<file path="config.mk">
export PLATFORM = sky130hd
export DESIGN_NAME = uart_tx_cfg_fifo_flat
export DESIGN_NICKNAME = d
export VERILOG_FILES = /design/src/rtl/uart_tx_cfg_fifo_pkg.sv /design/src/rtl/uart_tx_cfg_fifo_if.sv /design/src/rtl/uart_tx_cfg_fifo_fifo.sv /design/src/rtl/uart_tx_cfg_fifo.sv /design/src/flat_wrapper.sv
export SDC_FILE = /design/constraint.sdc
export NUM_CORES = 1
export LEC_CHECK = 0
export BUFFER_PORTS_ARGS = -buffer_cell sky130_fd_sc_hd__buf_2
export CAP_MARGIN = 20
export CORE_ASPECT_RATIO = 1.2
export CORE_MARGIN = 2
export CORE_UTILIZATION = 45
export CTS_CLUSTER_SIZE = 10
export DETAILED_ROUTE_END_ITERATION = 7
export SLEW_MARGIN = 30
export SYNTH_ARGS = -nofsm -noshare
export SYNTH_HDL_FRONTEND = slang
export SYNTH_HIERARCHICAL = 1
export SYNTH_SLANG_ARGS = --single-unit
</file>
<file path="constraint.sdc">
create_clock -name clk_i -period 4.39 [get_ports clk_i]
set_input_delay 0.2195 -clock clk_i [delete_from_list [all_inputs] [get_ports clk_i]]
set_output_delay 0.2195 -clock clk_i [all_outputs]
set_load 0.01 [all_outputs]
</file>
<file path="src/rtl/uart_tx_cfg_fifo_pkg.sv">
// ============================================================================
// uart_pkg : shared types and constants for the configurable UART transmitter
// Rev 1.0
// ============================================================================
`default_nettype none

package uart_pkg;

  typedef enum logic [2:0] {
    IDLE   = 3'd0,
    START  = 3'd1,
    DATA   = 3'd2,
    PARITY = 3'd3,
    STOP   = 3'd4
  } tx_state_t;

  localparam logic [1:0] PAR_NONE = 2'b00;
  localparam logic [1:0] PAR_EVEN = 2'b01;
  localparam logic [1:0] PAR_ODD  = 2'b10;

  localparam int NBITS_MIN = 5;

  function automatic logic [3:0] clamp_nbits(input logic [3:0] req, input logic [3:0] max_bits);
    if (req < 4'(NBITS_MIN))
      return 4'(NBITS_MIN);
    else if (req > max_bits)
      return max_bits;
    else
      return req;
  endfunction

endpackage

`default_nettype wire

</file>
<file path="src/rtl/uart_tx_cfg_fifo_if.sv">
// ============================================================================
// uart_tx_cfg_fifo_if : peripheral-bus side config/write/status bundle
// Rev 1.0
// ============================================================================
`default_nettype none

interface uart_tx_cfg_fifo_if #(
  parameter int DATA_W  = 8,
  parameter int FIFO_AW = 5,
  parameter int BAUD_W  = 16
);

  logic [BAUD_W-1:0]  baud_div_i;
  logic [3:0]         nbits_i;
  logic [1:0]         parity_i;
  logic               stop2_i;
  logic               tx_en_i;
  logic               wr_en_i;
  logic [DATA_W-1:0]  wdata_i;
  logic               ovf_clr_i;

  logic               full_o;
  logic               empty_o;
  logic [FIFO_AW:0]   level_o;
  logic               overflow_o;
  logic               busy_o;
  logic               tx_done_tick_o;

  modport master (
    output baud_div_i, nbits_i, parity_i, stop2_i, tx_en_i, wr_en_i, wdata_i, ovf_clr_i,
    input  full_o, empty_o, level_o, overflow_o, busy_o, tx_done_tick_o
  );

  modport slave (
    input  baud_div_i, nbits_i, parity_i, stop2_i, tx_en_i, wr_en_i, wdata_i, ovf_clr_i,
    output full_o, empty_o, level_o, overflow_o, busy_o, tx_done_tick_o
  );

endinterface

`default_nettype wire

</file>
<file path="src/rtl/uart_tx_cfg_fifo_fifo.sv">
// ============================================================================
// uart_sync_fifo : single-clock FIFO, first-word-fall-through, registered flags
// Rev 1.0
// ============================================================================
`default_nettype none

module uart_sync_fifo #(
  parameter int DATA_W  = 8,
  parameter int FIFO_AW = 5
) (
  input  wire logic               clk,
  input  wire logic               rst,
  input  wire logic               i_push,
  input  wire logic [DATA_W-1:0]  i_wdata,
  input  wire logic               i_pop,
  output logic      [DATA_W-1:0]  o_rdata,
  output logic                    o_full,
  output logic                    o_empty,
  output logic      [FIFO_AW:0]   o_level
);

  localparam int               DEPTH    = 2 ** FIFO_AW;
  localparam logic [FIFO_AW:0] LVL_FULL = {1'b1, {FIFO_AW{1'b0}}};

  logic [DATA_W-1:0]  r_mem [DEPTH];
  logic [FIFO_AW-1:0] r_wr_ptr;
  logic [FIFO_AW-1:0] r_rd_ptr;
  logic [FIFO_AW:0]   r_level;
  logic [FIFO_AW:0]   w_level_nxt;
  logic               r_full;
  logic               r_empty;
  logic               w_push;
  logic               w_pop;

  // Qualifiers use the registered flags, so a full FIFO refuses a push even if it pops this cycle.
  assign w_push = i_push && !r_full;
  assign w_pop  = i_pop && !r_empty;

  always_comb begin
    w_level_nxt = r_level;
    if (w_push && !w_pop)
      w_level_nxt = r_level + 1'b1;
    else if (!w_push && w_pop)
      w_level_nxt = r_level - 1'b1;
  end

  always_ff @(posedge clk) begin
    if (w_push)
      r_mem[r_wr_ptr] <= i_wdata;
  end

  always_ff @(posedge clk or posedge rst) begin
    if (rst) begin
      r_wr_ptr <= '0;
      r_rd_ptr <= '0;
      r_level  <= '0;
      r_full   <= 1'b0;
      r_empty  <= 1'b1;
    end else begin
      if (w_push)
        r_wr_ptr <= r_wr_ptr + 1'b1;
      if (w_pop)
        r_rd_ptr <= r_rd_ptr + 1'b1;
      r_level <= w_level_nxt;
      r_full  <= (w_level_nxt == LVL_FULL);
      r_empty <= (w_level_nxt == '0);
    end
  end

  assign o_rdata = r_mem[r_rd_ptr];
  assign o_full  = r_full;
  assign o_empty = r_empty;
  assign o_level = r_level;

endmodule

`default_nettype wire

</file>
<file path="src/rtl/uart_tx_cfg_fifo.sv">
// ============================================================================
// uart_tx_cfg_fifo : UART transmitter with TX FIFO and per-frame runtime config
// Rev 1.0
// ============================================================================
`default_nettype none

module uart_tx_cfg_fifo
  import uart_pkg::*;
#(
  parameter int DATA_W  = 8,
  parameter int FIFO_AW = 5,
  parameter int BAUD_W  = 16
) (
  input  wire logic          clk_i,
  input  wire logic          rst_i,
  input  wire logic          cts_n_i,
  output logic               tx_o,
  uart_tx_cfg_fifo_if.slave  bus
);

  localparam logic [2:0] ST_IDLE   = IDLE;
  localparam logic [2:0] ST_START  = START;
  localparam logic [2:0] ST_DATA   = DATA;
  localparam logic [2:0] ST_PARITY = PARITY;
  localparam logic [2:0] ST_STOP   = STOP;
  localparam logic [3:0] NB_MAX    = 4'(DATA_W);

  logic [DATA_W-1:0]  w_head;
  logic               w_full;
  logic               w_empty;
  logic [FIFO_AW:0]   w_level;
  logic               w_start;
  logic               w_load;
  logic               w_bit_end;
  logic               w_last_stop;
  logic               w_line;
  logic               w_reject;

  logic [2:0]         r_state;
  logic [BAUD_W-1:0]  r_cnt;
  logic [BAUD_W-1:0]  r_div;
  logic [3:0]         r_nbits;
  logic [3:0]         r_bitidx;
  logic [DATA_W-1:0]  r_shift;
  logic               r_par_en;
  logic               r_par_odd;
  logic               r_par_acc;
  logic               r_stop2;
  logic               r_tx;
  logic               r_done;
  logic               r_ovf;

  uart_sync_fifo #(
    .DATA_W  (DATA_W),
    .FIFO_AW (FIFO_AW)
  ) u_fifo (
    .clk     (clk_i),
    .rst     (rst_i),
    .i_push  (bus.wr_en_i),
    .i_wdata (bus.wdata_i),
    .i_pop   (w_load),
    .o_rdata (w_head),
    .o_full  (w_full),
    .o_empty (w_empty),
    .o_level (w_level)
  );

  assign w_start     = bus.tx_en_i && !cts_n_i && !w_empty;
  assign w_bit_end   = (r_cnt == r_div - 1'b1);
  assign w_last_stop = (r_state == ST_STOP) && w_bit_end && (r_bitidx == {3'b000, r_stop2});
  assign w_load      = w_start && ((r_state == ST_IDLE) || w_last_stop);
  assign w_reject    = bus.wr_en_i && w_full;

  always_comb begin
    w_line = 1'b1;
    case (r_state)
      ST_START:  w_line = 1'b0;
      ST_DATA:   w_line = r_shift[0];
      ST_PARITY: w_line = r_par_acc ^ r_par_odd;
      default:   w_line = 1'b1;
    endcase
  end

  // The line and done tick are registered from state, so they trail it by one cycle together.
  always_ff @(posedge clk_i or posedge rst_i) begin
    if (rst_i) begin
      r_state   <= ST_IDLE;
      r_cnt     <= '0;
      r_div     <= '0;
      r_nbits   <= 4'(NBITS_MIN);
      r_bitidx  <= '0;
      r_shift   <= '0;
      r_par_en  <= 1'b0;
      r_par_odd <= 1'b0;
      r_par_acc <= 1'b0;
      r_stop2   <= 1'b0;
      r_tx      <= 1'b1;
      r_done    <= 1'b0;
    end else begin
      r_tx   <= w_line;
      r_done <= w_last_stop;
      if (w_load) begin
        r_state   <= ST_START;
        r_cnt     <= '0;
        r_div     <= (bus.baud_div_i == '0) ? BAUD_W'(1) : bus.baud_div_i;
        r_nbits   <= clamp_nbits(bus.nbits_i, NB_MAX);
        r_par_en  <= (bus.parity_i == PAR_EVEN) || (bus.parity_i == PAR_ODD);
        r_par_odd <= (bus.parity_i == PAR_ODD);
        r_stop2   <= bus.stop2_i;
        r_shift   <= w_head;
        r_par_acc <= 1'b0;
        r_bitidx  <= '0;
      end else if (r_state != ST_IDLE) begin
        r_cnt <= w_bit_end ? '0 : r_cnt + 1'b1;
        if (w_bit_end) begin
          case (r_state)
            ST_START: begin
              r_state  <= ST_DATA;
              r_bitidx <= '0;
            end
            ST_DATA: begin
              r_par_acc <= r_par_acc ^ r_shift[0];
              r_shift   <= r_shift >> 1;
              if (r_bitidx == r_nbits - 1'b1) begin
                r_bitidx <= '0;
                r_state  <= r_par_en ? ST_PARITY : ST_STOP;
              end else begin
                r_bitidx <= r_bitidx + 1'b1;
              end
            end
            ST_PARITY: begin
              r_state  <= ST_STOP;
              r_bitidx <= '0;
            end
            ST_STOP: begin
              if (r_bitidx == {3'b000, r_stop2})
                r_state <= ST_IDLE;
              else
                r_bitidx <= r_bitidx + 1'b1;
            end
            default: r_state <= ST_IDLE;
          endcase
        end
      end
    end
  end

  // Sticky overflow: a rejected write outranks a clear in the same cycle.
  always_ff @(posedge clk_i or posedge rst_i) begin
    if (rst_i)
      r_ovf <= 1'b0;
    else if (w_reject)
      r_ovf <= 1'b1;
    else if (bus.ovf_clr_i)
      r_ovf <= 1'b0;
  end

  assign tx_o               = r_tx;
  assign bus.full_o         = w_full;
  assign bus.empty_o        = w_empty;
  assign bus.level_o        = w_level;
  assign bus.overflow_o     = r_ovf;
  assign bus.busy_o         = (r_state != ST_IDLE);
  assign bus.tx_done_tick_o = r_done;

endmodule

`default_nettype wire

</file>
<file path="src/flat_wrapper.sv">
// flat-port wrapper written by rule: the top's interface ports become plain ports
module uart_tx_cfg_fifo_flat import uart_pkg::*;
#(
  parameter int DATA_W  = 8,
  parameter int FIFO_AW = 5,
  parameter int BAUD_W  = 16
)
  (clk_i, rst_i, cts_n_i, tx_o, bus_baud_div_i, bus_nbits_i, bus_parity_i, bus_stop2_i, bus_tx_en_i, bus_wr_en_i, bus_wdata_i, bus_ovf_clr_i, bus_full_o, bus_empty_o, bus_level_o, bus_overflow_o, bus_busy_o, bus_tx_done_tick_o);
  uart_tx_cfg_fifo_if #(.DATA_W(DATA_W), .FIFO_AW(FIFO_AW), .BAUD_W(BAUD_W)) bus_i ();
  input  wire logic clk_i;
  input  wire logic rst_i;
  input  wire logic cts_n_i;
  output logic tx_o;
  input wire logic [$bits(bus_i.baud_div_i)-1:0] bus_baud_div_i;
  input wire logic [$bits(bus_i.nbits_i)-1:0] bus_nbits_i;
  input wire logic [$bits(bus_i.parity_i)-1:0] bus_parity_i;
  input wire logic [$bits(bus_i.stop2_i)-1:0] bus_stop2_i;
  input wire logic [$bits(bus_i.tx_en_i)-1:0] bus_tx_en_i;
  input wire logic [$bits(bus_i.wr_en_i)-1:0] bus_wr_en_i;
  input wire logic [$bits(bus_i.wdata_i)-1:0] bus_wdata_i;
  input wire logic [$bits(bus_i.ovf_clr_i)-1:0] bus_ovf_clr_i;
  output wire logic [$bits(bus_i.full_o)-1:0] bus_full_o;
  output wire logic [$bits(bus_i.empty_o)-1:0] bus_empty_o;
  output wire logic [$bits(bus_i.level_o)-1:0] bus_level_o;
  output wire logic [$bits(bus_i.overflow_o)-1:0] bus_overflow_o;
  output wire logic [$bits(bus_i.busy_o)-1:0] bus_busy_o;
  output wire logic [$bits(bus_i.tx_done_tick_o)-1:0] bus_tx_done_tick_o;
  assign bus_i.baud_div_i = bus_baud_div_i;
  assign bus_i.nbits_i = bus_nbits_i;
  assign bus_i.parity_i = bus_parity_i;
  assign bus_i.stop2_i = bus_stop2_i;
  assign bus_i.tx_en_i = bus_tx_en_i;
  assign bus_i.wr_en_i = bus_wr_en_i;
  assign bus_i.wdata_i = bus_wdata_i;
  assign bus_i.ovf_clr_i = bus_ovf_clr_i;
  assign bus_full_o = bus_i.full_o;
  assign bus_empty_o = bus_i.empty_o;
  assign bus_level_o = bus_i.level_o;
  assign bus_overflow_o = bus_i.overflow_o;
  assign bus_busy_o = bus_i.busy_o;
  assign bus_tx_done_tick_o = bus_i.tx_done_tick_o;
  uart_tx_cfg_fifo #(.DATA_W(DATA_W), .FIFO_AW(FIFO_AW), .BAUD_W(BAUD_W)) u_core (.clk_i(clk_i), .rst_i(rst_i), .cts_n_i(cts_n_i), .tx_o(tx_o), .bus(bus_i));
endmodule
</file>
* Word level (Yosys, flattened, before mapping)
Memory sizes are Yosys's and may differ from the RTL's. Index checks and enable logic that the tools add are counted.
Storage, ports and cells: register bits 76, RAM bits 256, input bits 37, output and inout bits 12, word-level logic and storage cells 108, memories kept 1
Cells by class: add/sub/neg operators 8, $lt $le $gt $ge 2, equal/unequal tests 13, mux-type cells 34, bitwise gates (word level) 2, reductions and logical operators 30
Memories:
- u_core.u_fifo.r_mem | depth 32, bits a word 8, read ports 1, clocked after Yosys merged registers in 0, write ports 1, RTL line uart_tx_cfg_fifo_fifo.sv:25 | logic [DATA_W-1:0] r_mem [DEPTH];
Operator list (number):
- 16-bit 2-to-1 mux | 4
- 8-bit 2-to-1 mux | 4
- 4-bit 2-to-1 mux | 7
- 3-bit 2-to-1 mux | 6
- 16-bit by 1-bit adder with 16-bit output, second input constant | 1
- 16-bit == test | 1
- 16-bit logical NOT | 1
- 16-bit by 1-bit subtractor with 16-bit output, second input constant | 1
- 6-bit 2-to-1 mux | 2
- 3-bit one-hot mux with 4 select lines | 1
- 4-bit one-hot mux with 3 select lines | 1
- 5-bit by 1-bit adder with 5-bit output, second input constant | 2
- 1-bit logical AND | 10
- 1-bit 2-to-1 mux | 8
- 4-bit AND reduction | 2
- 2-bit nonzero test | 4
- 6-bit by 1-bit adder with 6-bit output, second input constant | 1
- 3-bit by 2-bit == test with 1-bit output, second input constant | 2
- 6-bit == test, second input constant | 1
- 6-bit logical NOT | 1
- 3-bit inequality test, second input constant | 2
- 6-bit by 1-bit subtractor with 6-bit output, second input constant | 1
- 1-bit logical NOT | 5
- 4-bit by 1-bit adder with 4-bit output, second input constant | 1
- other kinds (18) | 20

* Longest topological paths before layout
Gate-level depths: netlist of run 1.
depth after elaboration 11, depth in mapped cells 17, mapped depth without buffers 15

* Cells and area by module
Netlist of run 1, hierarchy kept.
Modules (own cells, without submodules):
- uart_sync_fifo | times used 1, cells each 693, area each 11159.5 µm², seq. area each 8139.1 µm²
- uart_tx_cfg_fifo | times used 1, cells each 344, area each 3553.4 µm², seq. area each 1455.1 µm²

* Worst setup path after synthesis of run 1
No wires, ideal clock.
kind flip-flop to flip-flop, from reg u_core.r_div[0], to reg u_core.u_fifo.r_full, in the netlist u_core/u_fifo/o_full, library setup time 0.095 ns, arrival 3.505 ns, required time 4.295 ns, path slack 0.790 ns, cell stages (with the launch flop) 17, buffers on the path 2, clock period less this slack 3.600 ns, path through dfrtp_1 > inv_1 > ha_1 > or3b_1 > o41ai_2 > o2111ai_2 > nor4_4 > nand2_1 > a21o_2 > inv_4 > buf_6 > nand2b_1 > buf_6 > or3_1 > o311ai_1 > a31oi_1 > nor4b_2
On the way: longest elaborated chain between the ends 11, elaborated cells between the ends (all ways) 13, those cells by class add/sub: 1; eq/ne: 2; mux: 2; reduce/logical: 8
Ends and longest elaborated chain:
- start, declared | RTL line uart_tx_cfg_fifo.sv:41 | logic [BAUD_W-1:0] r_div;
- start signal, assigned | RTL line uart_tx_cfg_fifo.sv:105 | r_div <= (bus.baud_div_i == '0) ? BAUD_W'(1) : bus.baud_div_i;
- 16-bit by 1-bit subtractor with 16-bit output * | RTL line uart_tx_cfg_fifo.sv:69 | assign w_bit_end = (r_cnt == r_div - 1'b1);
- 16-bit == test * | RTL line uart_tx_cfg_fifo.sv:69
- 1-bit logical AND * (2 in series) | RTL line uart_tx_cfg_fifo.sv:70 | assign w_last_stop = (r_state == ST_STOP) && w_bit_end && (r_bitidx == {3'b000, r_stop2});
- 1-bit logical OR * | RTL line uart_tx_cfg_fifo.sv:71 | assign w_load = w_start && ((r_state == ST_IDLE) || w_last_stop);
- 1-bit logical AND * | RTL line uart_tx_cfg_fifo.sv:71
- named net u_core.w_load | RTL line uart_tx_cfg_fifo.sv:33 | logic w_load;
- 1-bit logical AND * | RTL line uart_tx_cfg_fifo_fifo.sv:37 | assign w_pop = i_pop && !r_empty;
- 1-bit logical AND or 1-bit logical NOT (tied branches) | RTL line uart_tx_cfg_fifo_fifo.sv:43, uart_tx_cfg_fifo_fifo.sv:41
- 6-bit 2-to-1 mux or 1-bit logical AND (tied branches) | RTL line uart_tx_cfg_fifo_fifo.sv:43, uart_tx_cfg_fifo_fifo.sv:41
- 6-bit 2-to-1 mux * | RTL line uart_tx_cfg_fifo_fifo.sv:41 | if (w_push && !w_pop)
- 6-bit == test * | RTL line uart_tx_cfg_fifo_fifo.sv:65 | r_full <= (w_level_nxt == LVL_FULL);
- end signal, assigned | RTL line uart_tx_cfg_fifo_fifo.sv:65
- end, declared | RTL line uart_tx_cfg_fifo_fifo.sv:30 | logic r_full;
The timed path passes the listed nets; every way through them passes the cells marked *. A chain may end at the register's enable or synchronous reset.

* Worst setup path in the final report of run 1
from reg u_core.r_div[4], to reg u_core.u_fifo.r_full, in the netlist u_core/u_fifo/o_full
On the way: longest elaborated chain between the ends 11, elaborated cells between the ends (all ways) 13, those cells by class add/sub: 1; eq/ne: 2; mux: 2; reduce/logical: 8
Ends and longest elaborated chain:
- 16-bit by 1-bit subtractor with 16-bit output * | RTL line uart_tx_cfg_fifo.sv:69
- 16-bit == test * | RTL line uart_tx_cfg_fifo.sv:69
- 1-bit logical AND * (2 in series) | RTL line uart_tx_cfg_fifo.sv:70
- 1-bit logical OR * | RTL line uart_tx_cfg_fifo.sv:71
- 1-bit logical AND * | RTL line uart_tx_cfg_fifo.sv:71
- 1-bit logical AND * | RTL line uart_tx_cfg_fifo_fifo.sv:37
- 1-bit logical AND or 1-bit logical NOT (tied branches) | RTL line uart_tx_cfg_fifo_fifo.sv:43, uart_tx_cfg_fifo_fifo.sv:41
- 6-bit 2-to-1 mux or 1-bit logical AND (tied branches) | RTL line uart_tx_cfg_fifo_fifo.sv:43, uart_tx_cfg_fifo_fifo.sv:41
- 6-bit 2-to-1 mux * | RTL line uart_tx_cfg_fifo_fifo.sv:41
- named net u_core.u_fifo.w_level_nxt[4] | RTL line uart_tx_cfg_fifo_fifo.sv:29 | logic [FIFO_AW:0] w_level_nxt;
- 6-bit == test * | RTL line uart_tx_cfg_fifo_fifo.sv:65
Marks and branches as above.

==> results of run 1 <==
-- final cells by class --
class / count / share of cell area [%]
clock buffer: 62 / 6.79
inverter: 25 / 0.582
multi-input combinational: 622 / 28.3
tap: 407 / 3.08
sequential: 332 / 58.0
timing repair buffer: 81 / 3.26
-- power breakdown --
part	internal, W	leakage (nW)	switching, W
clock network	0.00173	0.542	0.00115
logic	0.00118	2.11	0.00144
registers	0.00382	3.24	0.000600
total	0.00673	5.89	0.00319
-- what timing repair did --
item / CTS / global route
gates resized for setup: 0 / 1
endpoints found under the setup margin: 0 / 1
endpoints found under the hold margin: 92 / 0
hold buffers: 21 / 0
-- cells by family (layout without fill, tap and decap cells) --
group           after synthesis  after routing
compound gates              135            135
xor+xnor                     53             53
fa+ha+maj                    12             12
buf+inv                      83            168
flops                       332            332
mux                         169            169
simple gates                253            253
-- sequential cells by signal, indices dropped and copies added (netlist names), 3 cells and up --
register,cells
u_core/u_fifo/r_mem,256
u_core/r_cnt,16
u_core/r_div,16
u_core/r_shift,8
u_core/u_fifo/o_level,6
u_core/u_fifo/r_rd_ptr,5
u_core/u_fifo/r_wr_ptr,5
u_core/r_bitidx,4
u_core/r_nbits,4
u_core/r_state,3
-- per-layer routing --
metal	GRT usage (%)	up-vias	share of wire, %
met1	23.0	4293	41
li1	-	4023	-
met2	33.7	177	53
met5	0	-	0
met4	5.83	0	2.3
met3	3.19	53	3.8
-- final timing paths --
path | endpoint | slack (ns) | cells after the start
max | u_core/u_fifo/o_full | 0.33 | 14
min | u_core/r_nbits[0] | 0.04 | 3
max reg2reg | u_core/u_fifo/o_full | 0.33 | 14
min reg2reg | u_core/r_nbits[2] | 0.48 | 2
max in group asynchronous | u_core/r_div[11] | 3.41 | 4
min in group asynchronous | u_core/u_fifo/o_level[2] | 0.40 | 3
-- cell usage in the layout, fill, tap and decap left out, types with 6 or more instances in the layout --
cell type and n:
xnor2_1 35, clkbuf_1 19, a21oi_1 26, ha_1 12
buf_4 12, inv_1 23, mux2i_1 136, o21ai_0 16
a22oi_1 34, edfxtp_1 256, dfrtp_1 70, a22o_1 16
nor2b_1 6, nand2_1 47, a31oi_1 12, mux2_1 18
buf_2 48, mux2_4 8, nor3_1 19, xor2_1 18
mux2_2 7, dlygate4sd3_1 21, nor2_1 79, clkbuf_16 41
nand4_1 18, nand3_1 29, nand2b_1 6
-- worst max-delay path, delay by kind of cell (launching register included) --
family / cells / cell delay (ns)
simple gates: 7 / 1.73
flops: 1 / 0.49
xor+xnor: 1 / 0.19
buf+inv: 2 / 0.22
compound gates: 3 / 1.16
mux: 1 / 0.16
-- through the flow --
stage | cells | util (%) | hold slack (ns) | power [W] | instance area, um2
3_5_place_dp | 1446 | 47.2 | 0.409 | 0.00708 | 15200
4_1_cts | 1529 | 51.3 | 0.0118 | 0.0100 | 16600
5_1_grt | 1529 | 51.3 | 0.0317 | 0.0104 | 16600
3_3_place_gp | 1446 | 47.2 | 0.398 | 0.00705 | 15200
2_1_floorplan | 1037 | - | 0.157 | 0.00636 | 14700
6_report | 1529 | 51.3 | 0.0351 | 0.00992 | 16600
==> impl_metrics.json, run 1 <==
{
  "grt_pass1_wl_mm": 49.1,
  "synth_warnings": 6,
  "clk_pin_slew_ns": 0.06,
  "num_vias": 8546,
  "grt_pass1_vias": 8638,
  "ys_top_cells_by_area": "edfxtp_1 (52%), dfrtp_1 (12%), mux2i_1 (9.3%)",
  "wire_per_inst_um": 20.8,
  "cap_violations": 0,
  "worstSetupEndpointType": "flop",
  "num_rows": 72,
  "synth_mux_area_share_pct": 12.0,
  "antenna_cells": 0,
  "cts-buffers-inserted": 39,
  "outcome": "finished, final reports clean",
  "syn_inst": 1037,
  "cts_setup_buffers": 0,
  "crit_required_ns": 4.81,
  "multiInputGateArea_mm2": 0.00469,
  "synth_top_area_share_pct": 52.2,
  "yosysTopAreaCell": "edfxtp_1",
  "synthFlopType": "edfxtp_1",
  "syn_to_final_growth_pct": 12.5,
  "finalMaxSlewViolations": 0,
  "gp_congestion": 0.793,
  "worst-setup-path-type": "reg -> reg",
  "hold_viol": 0,
  "nFillCells": 2746,
  "synth_cell_types": 73,
  "skew_ns": 0.0122,
  "synth-xor-area-share_pct": 3.16,
  "vdd_ir_drop_max_mv": 0.349,
  "grt_usage_pct": 18.7,
  "rr_startpoint": "u_core/r_div[4]",
  "period_minus_slack_ns": 4.06,
  "ys_ff_latch": 332,
  "clkLatencyLatePin_ns": 0.52,
  "antenna_found_initial": 0,
  "crit_arrival_ns": 4.48,
  "grt-ovfl-total": 0,
  "max_slew_margin_pct": 35.8,
  "port_buffers": 48,
  "vias_per_cell": 5.59,
  "pre_cts_slack_ns": 0.362,
  "fmaxAchievable_mhz": 246,
  "worstHoldStart": "bus_nbits_i[0]",
  "cp_max_fo": 12,
  "synth_compound_area_share_pct": 6.56,
  "ant_nets": 0,
  "htreeDepth": 2,
  "drive_gt1_share_pct": 13.4,
  "worstMarginPinSlew_ns": 0.964,
  "yosysMostFrequentCell": "edfxtp_1",
  "synth_fa_ha_area_share_pct": 1.02,
  "die_y_um": 202,
  "syn-num-nets": 1086,
  "async_reset_ff_share_pct": 22.9,
  "drc": 0,
  "die-area_mm2": 0.0342,
  "hold_path.class": "in -> reg",
  "dpl.hpwl_mm": 19.7,
  "drt_pass1_iterations": 5,
  "nets": 1150,
  "synth_top_family_by_area": "multiplexers",
  "crit_chain": "nor4_4 > nand3b_1 > mux2i_1 > a311oi_1 > nor4_4 > nand2_1 > a21o_2 > inv_4 > and2b_1 > buf_4 > nor3_1 > a31oi_2 > xnor2_1 > nor4b_2",
  "fin_ws_ns": 0.329,
  "synth-seq-area-share_pct": 65.2,
  "critPathMaxStageDelay_ns": 0.69,
  "rsz0062_at_grt": "no",
  "first_iter_violations": 530,
  "die_width_um": 169,
  "cts_tree": "built",
  "power.density_mw_per_mm2": 599,
  "grt_max_degree": 59,
  "cp_common_cell": "nor4_4",
  "cts.sinks": 332,
  "yosys-top-cells-count": "edfxtp_1 (256), mux2i_1 (136), nor2_1 (79)",
  "power.static_leakage_nw": 5.89,
  "start_kind": "flop",
  "clk_path_buf_depth": 3,
  "slowest_stage": "a311oi_1",
  "pin_count": 49,
  "synth-edff-count": 256,
  "avgSynthCellArea_um2": 14.2,
  "cp-startpoint": "u_core/r_div[4]",
  "root_buffer": "clkbuf_16",
  "core-area_mm2": 0.0323,
  "fin_tns_setup_ns": 0,
  "initial_utilization_pct": 45.6,
  "period_share_pct": 92.5,
  "yosys.area_share.simple_pct": 9.11,
  "setup_viol": 0,
  "wl_mm": 31.8,
  "synth_area_mm2": 0.0147,
  "regArea_mm2": 0.00960
}
Power figures use the tool's default switching activity.
==> run 2, diff against run 1 <==
--- a/config.mk
+++ b/config.mk
@@ -12,6 +12,7 @@
 export CORE_UTILIZATION = 45
 export CTS_CLUSTER_SIZE = 10
 export DETAILED_ROUTE_END_ITERATION = 7
+export RECOVER_POWER = 25
 export SLEW_MARGIN = 30
 export SYNTH_ARGS = -nofsm -noshare
 export SYNTH_HDL_FRONTEND = slang
==> run 2 against run 1 <==
  * The run now ends with max-capacitance violations, max-slew violations left
  * Die area unchanged
  * Clock skew hardly changed
  * Sequential power barely moved
  * Critical path type unchanged
  * Setup slack unchanged
  * Fmax unchanged
  * Routed wire length barely moved
  * First-iteration DRC count increased by 0.19%
  * Sequential share of layout area hardly changed
  * Non-clock buffer count unchanged
  * Clock-buffer cell count is the same
==> impl_metrics.json, run 2 (synthesis gave the netlist of run 1 again) <==
{
  "power.static_leakage_nw": 5.87,
  "drc": 0,
  "grt-ovfl-total": 0,
  "clk_path_buf_depth": 3,
  "antenna_cells": 0,
  "first_iter_violations": 531,
  "fmaxAchievable_mhz": 246,
  "htreeDepth": 2,
  "cap_violations": 4,
  "wl_mm": 31.8,
  "initial_utilization_pct": 45.6,
  "fin_ws_ns": 0.329,
  "hold_path.class": "in -> reg",
  "period_share_pct": 92.5,
  "worst-setup-path-type": "reg -> reg",
  "fin_tns_setup_ns": 0,
  "ant_nets": 0,
  "period_minus_slack_ns": 4.06,
  "crit_arrival_ns": 4.48,
  "power.density_mw_per_mm2": 599,
  "grt_pass1_vias": 8638,
  "max_slew_margin_pct": -8.82,
  "place_inst": 1446,
  "vdd_ir_drop_max_mv": 0.349,
  "layout_commonest_cell": "edfxtp_1",
  "grt-busiest-layer": "met2",
  "grtUsageMet2_pct": 33.7,
  "gp_congestion": 0.793,
  "core-area_mm2": 0.0323,
  "num_vias": 8548,
  "nFillCells": 2746,
  "whs_path_depth": 3,
  "finalMaxSlewViolations": 132,
  "outcome": "complete, but fails checks",
  "grt_use_met1_pct": 23.0,
  "grt_usage_pct": 18.7,
  "die_y_um": 202,
  "clk_pin_slew_ns": 0.06,
  "min_to": "u_core/r_nbits[0]",
  "vias_per_cell": 5.59,
  "post_dp_cell_area_mm2": 0.0152,
  "root_buffer": "clkbuf_16",
  "num_rows": 72,
  "antenna_found_initial": 0,
  "largest_reg_flops": 256,
  "drive_gt1_share_pct": 12.8,
  "violations": "max-capacitance violations, max-slew violations",
  "cts-buffers-inserted": 39,
  "rr_startpoint": "u_core/r_div[4]",
  "ff2ff_setup_slack_ns": 0.33,
  "hold_viol": 0,
  "start_kind": "flop",
  "wire_per_inst_um": 20.8,
  "crit_required_ns": 4.81,
  "worstSetupEndpointType": "flop",
  "skew_ns": 0.0122,
  "die-area_mm2": 0.0342,
  "pre_cts_slack_ns": 0.362,
  "clkLatencyLatePin_ns": 0.52,
  "dpl.hpwl_mm": 19.7,
  "setup_viol": 0,
  "grt_pass1_wl_mm": 49.1,
  "worstHoldStart": "bus_nbits_i[0]",
  "nets": 1150,
  "top_register": "u_core/u_fifo/r_mem",
  "r2r_end": "u_core/u_fifo/o_full",
  "drt_pass1_iterations": 5,
  "reg_top3": "u_core/u_fifo/r_mem: 256 flops, u_core/r_cnt: 16 flops, u_core/r_div: 16 flops",
  "grt_max_degree": 59,
  "cts.sinks": 332,
  "layout.cells.non_filler": 1529,
  "final_cell_mix": "edfxtp_1 (256), mux2i_1 (136), nor2_1 (79)",
  "rsz0062_at_grt": "no",
  "hold_ws_ns": 0.0352,
  "die_width_um": 169,
  "fin_area_mm2": 0.0166,
  "met3_usage_pct": 3.19,
  "syn_to_final_growth_pct": 12.5,
  "ff2ff_path_depth": 14,
  "worstMarginPinSlew_ns": 1.63,
  "pin_count": 49,
  "port_buffers": 48,
  "cts_tree": "built",
  "cp_max_fo": 12
}
==> run 2: per-stage QoR <==
| step | utilization, % | power [W] |
|---|---|---|
| 6_report | 51.3 | 0.00992 |
| 5_1_grt | 51.3 | 0.0104 |
| 4_1_cts | 51.3 | 0.0100 |
| 3_5_place_dp | 47.2 | 0.00708 |
| 3_3_place_gp | 47.2 | 0.00705 |
| 2_1_floorplan | - | 0.00636 |
==> run 2: final cells by class <==
cell class	count	area, um2	area share (%)
well taps	407	509	3.08
repair buffers	81	533	3.22
flip-flops and latches	332	9600	58.0
inverters	25	96.3	0.582
clock buffers	62	1120	6.80
multi-input cells	622	4690	28.3
==> run 2: per-layer routing <==
layer  up-vias  wire length (um)
met2       177             16700
met3        53              1200
met4         0               745
li1       4022                 -
met1      4296             13100
met5         -                 0
==> run 2: worst max-delay path: stages (launching register included) <==
cell and delay, ns:
dfrtp_1 0.49, nor4_4 0.55, nand3b_1 0.22, mux2i_1 0.16, a311oi_1 0.69, nor4_4 0.14
nand2_1 0.12, a21o_2 0.41, inv_4 0.05, and2b_1 0.18, buf_4 0.17, nor3_1 0.21
a31oi_2 0.06, xnor2_1 0.19, nor4b_2 0.31
==> run 2: worst max-delay path by stage <==
| stage | from | endpoint | slack (ns) | cells after the start |
|---|---|---|---|---|
| after floorplan | u_core/r_div[0] | u_core/u_fifo/o_full | 0.79 | 16 |
| final | u_core/r_div[4] | u_core/u_fifo/o_full | 0.33 | 14 |
| after detailed placement | u_core/r_div[0] | u_core/u_fifo/o_full | 0.36 | 15 |
| after global routing | u_core/r_div[4] | u_core/u_fifo/o_full | 0.05 | 14 |
| after global placement | u_core/r_div[4] | u_core/u_fifo/o_empty | 0.49 | 14 |
| after CTS | u_core/r_div[0] | u_core/u_fifo/o_full | 0.30 | 15 |
==> run 2: report_power, final <==
group	total [W]	switching [W]	internal, W	leakage (nW)
Sequential	0.00442	0.000600	0.00382	3.24
Combinational	0.00261	0.00144	0.00118	2.09
Clock	0.00288	0.00115	0.00173	0.542
Total	0.00992	0.00319	0.00673	5.87
==> run 2: repair_timing <==
action,CTS,global route
setup buffers,0,0
setup endpoints to repair,0,1
hold buffers,21,0
gates resized for setup,0,1
hold endpoints to repair,92,0
==> run 3, diff against run 2 <==
==> constraint.sdc (replaced) <==
create_clock -name clk_i -period 4.39 [get_ports clk_i]
set_input_delay 0.878 -clock clk_i [delete_from_list [all_inputs] [get_ports clk_i]]
set_output_delay 0.878 -clock clk_i [all_outputs]
set_load 0.01 [all_outputs]
==> run 3 against run 2 <==
  * The run still ends with max-capacitance violations, max-slew violations left
  * Global-route usage up 0.22 points
  * Setup slack better by 0.043 ns
  * Clock-buffer cell count down 4
  * Via count down 1.3%
  * Routed wire length up 0.21%
  * Non-clock buffer count down 16
  * Clock skew down 0.0010 ns
  * Critical path depth unchanged
  * Cell count down 0.85%
  * Fmax up 1.1%
  * Sequential power down 1%
  * Worst hold slack better by 0.45 ns
  * Largest power group unchanged
==> impl_metrics.json, run 3 (synthesis gave the netlist of run 1 again) <==
{
  "cts_tree": "built",
  "start_kind": "flop",
  "clk_pin_slew_ns": 0.05,
  "place_inst": 1449,
  "period_minus_slack_ns": 4.02,
  "drive_gt1_share_pct": 13.6,
  "cap_violations": 4,
  "worstMarginPinSlew_ns": 1.56,
  "hold_viol": 0,
  "cp_max_fo": 12,
  "port_buffers": 48,
  "num_rows": 72,
  "skew_ns": 0.0112,
  "grt-busiest-layer": "met2",
  "layout.cells.non_filler": 1516,
  "grtUsageMet2_pct": 33.5,
  "cts.sinks": 332,
  "fmaxAchievable_mhz": 249,
  "nFillCells": 2758,
  "grt-ovfl-total": 0,
  "period_share_pct": 91.5,
  "grt_pass1_vias": 8356,
  "first_iter_violations": 538,
  "hold_path.class": "in -> async",
  "grt_max_degree": 57,
  "drt_pass1_iterations": 7,
  "fin_tns_setup_ns": 0,
  "power.density_mw_per_mm2": 609,
  "antenna_found_initial": 0,
  "power.static_leakage_nw": 5.82,
  "rsz0062_at_grt": "no",
  "largest_reg_flops": 256,
  "vias_per_cell": 5.56,
  "top_register": "u_core/u_fifo/r_mem",
  "setup_viol": 0,
  "wire_per_inst_um": 21.0,
  "worst-setup-path-type": "reg -> reg",
  "grt_use_met1_pct": 24.2,
  "initial_utilization_pct": 45.6,
  "core-area_mm2": 0.0323,
  "die_y_um": 202,
  "clk_path_buf_depth": 3,
  "clkLatencyLatePin_ns": 0.54,
  "grt_usage_pct": 19.0,
  "violations": "max-capacitance violations, max-slew violations",
  "met3_usage_pct": 3.13,
  "grt_pass1_wl_mm": 49.2,
  "root_buffer": "clkbuf_16",
  "final_cell_mix": "edfxtp_1 (256), mux2i_1 (136), nor2_1 (79)",
  "gp_congestion": 0.792,
  "crit_required_ns": 4.79,
  "dpl.hpwl_mm": 20.0,
  "drc": 0,
  "antenna_cells": 0,
  "max_slew_margin_pct": -4.12,
  "finalMaxSlewViolations": 132,
  "num_vias": 8436,
  "crit_arrival_ns": 4.42,
  "ant_nets": 0,
  "outcome": "complete, but fails checks",
  "syn_to_final_growth_pct": 11.6,
  "layout_commonest_cell": "edfxtp_1",
  "vdd_ir_drop_max_mv": 0.365,
  "die-area_mm2": 0.0342,
  "die_width_um": 169,
  "pin_count": 49,
  "reg_top3": "u_core/u_fifo/r_mem: 256 flops, u_core/r_cnt: 16 flops, u_core/r_div: 16 flops",
  "nets": 1135,
  "htreeDepth": 2,
  "cts-buffers-inserted": 40,
  "wl_mm": 31.8,
  "worstSetupEndpointType": "flop"
}
run 3: worst max-delay path, cell delays in order (launching register included):
cell and delay, ns:
dfrtp_1 0.44, inv_1 0.11, ha_1 0.23, or3b_1 0.40
o41ai_2 0.32, o2111ai_2 0.25, nor4_4 0.43, nand2_1 0.15
a21o_4 0.34, inv_4 0.08, and2b_1 0.25, nor2_1 0.14
a221o_1 0.37, a31oi_1 0.30, nor4b_2 0.09
run 3: layer usage:
layer  vias to the layer above  share of wire, %
met2                       162                52
met1                      4234                43
met3                        48               3.6
li1                       3992                 -
met4                         0               2.0
met5                         -                 0
run 3: layout make-up:
class	count	area, um2	area share [%]
inverter	25	96.3	0.587
timing repair buffer	65	372	2.26
clock inverter	7	42.5	0.259
multi-input combinational	622	4700	28.6
tap	407	509	3.10
sequential	332	9600	58.5
clock buffer	58	1100	6.70
run 3: metrics by stage:
step	utilization [%]	power, W	hold slack, ns	setup slack (ns)	instance area [um2]
after detailed placement	47.3	0.00711	0.488	0.279	15200
after global routing	50.9	0.0105	0.508	0.0304	16400
after floorplan	-	0.00636	0.458	0.790	14700
after CTS	50.8	0.0101	0.462	0.270	16400
after global placement	47.3	0.00708	0.473	0.446	15200
final	50.9	0.00999	0.488	0.372	16400
run 3: report_power, final:
group          switching [W]  internal (W)
clock                0.00120       0.00172
sequential          0.000540       0.00383
combinational        0.00152       0.00118
total                0.00326       0.00673
run 3: path summary, 6_finish.rpt:
| path | start | slack [ns] | cells after the start | to |
|---|---|---|---|---|
| min in group clk_i | u_core/r_nbits[2] | 0.49 | 2 | u_core/r_nbits[2] |
| worst max register to register | u_core/r_div[0] | 0.37 | 14 | u_core/u_fifo/o_full |
| worst max-delay path | u_core/r_div[0] | 0.37 | 14 | u_core/u_fifo/o_full |
| max in group asynchronous | rst_i | 2.68 | 3 | u_core/r_cnt[6] |
| worst min-delay path | rst_i | 0.49 | 2 | u_core/u_fifo/o_level[5] |
| worst min register to register | u_core/r_nbits[2] | 0.49 | 2 | u_core/r_nbits[2] |
run 3: what timing repair did:
item | in CTS | in global routing
hold buffers | 0 | 0
buffers inserted | 0 | 1
endpoints found under the setup margin | 0 | 2
resized for setup | 0 | 3
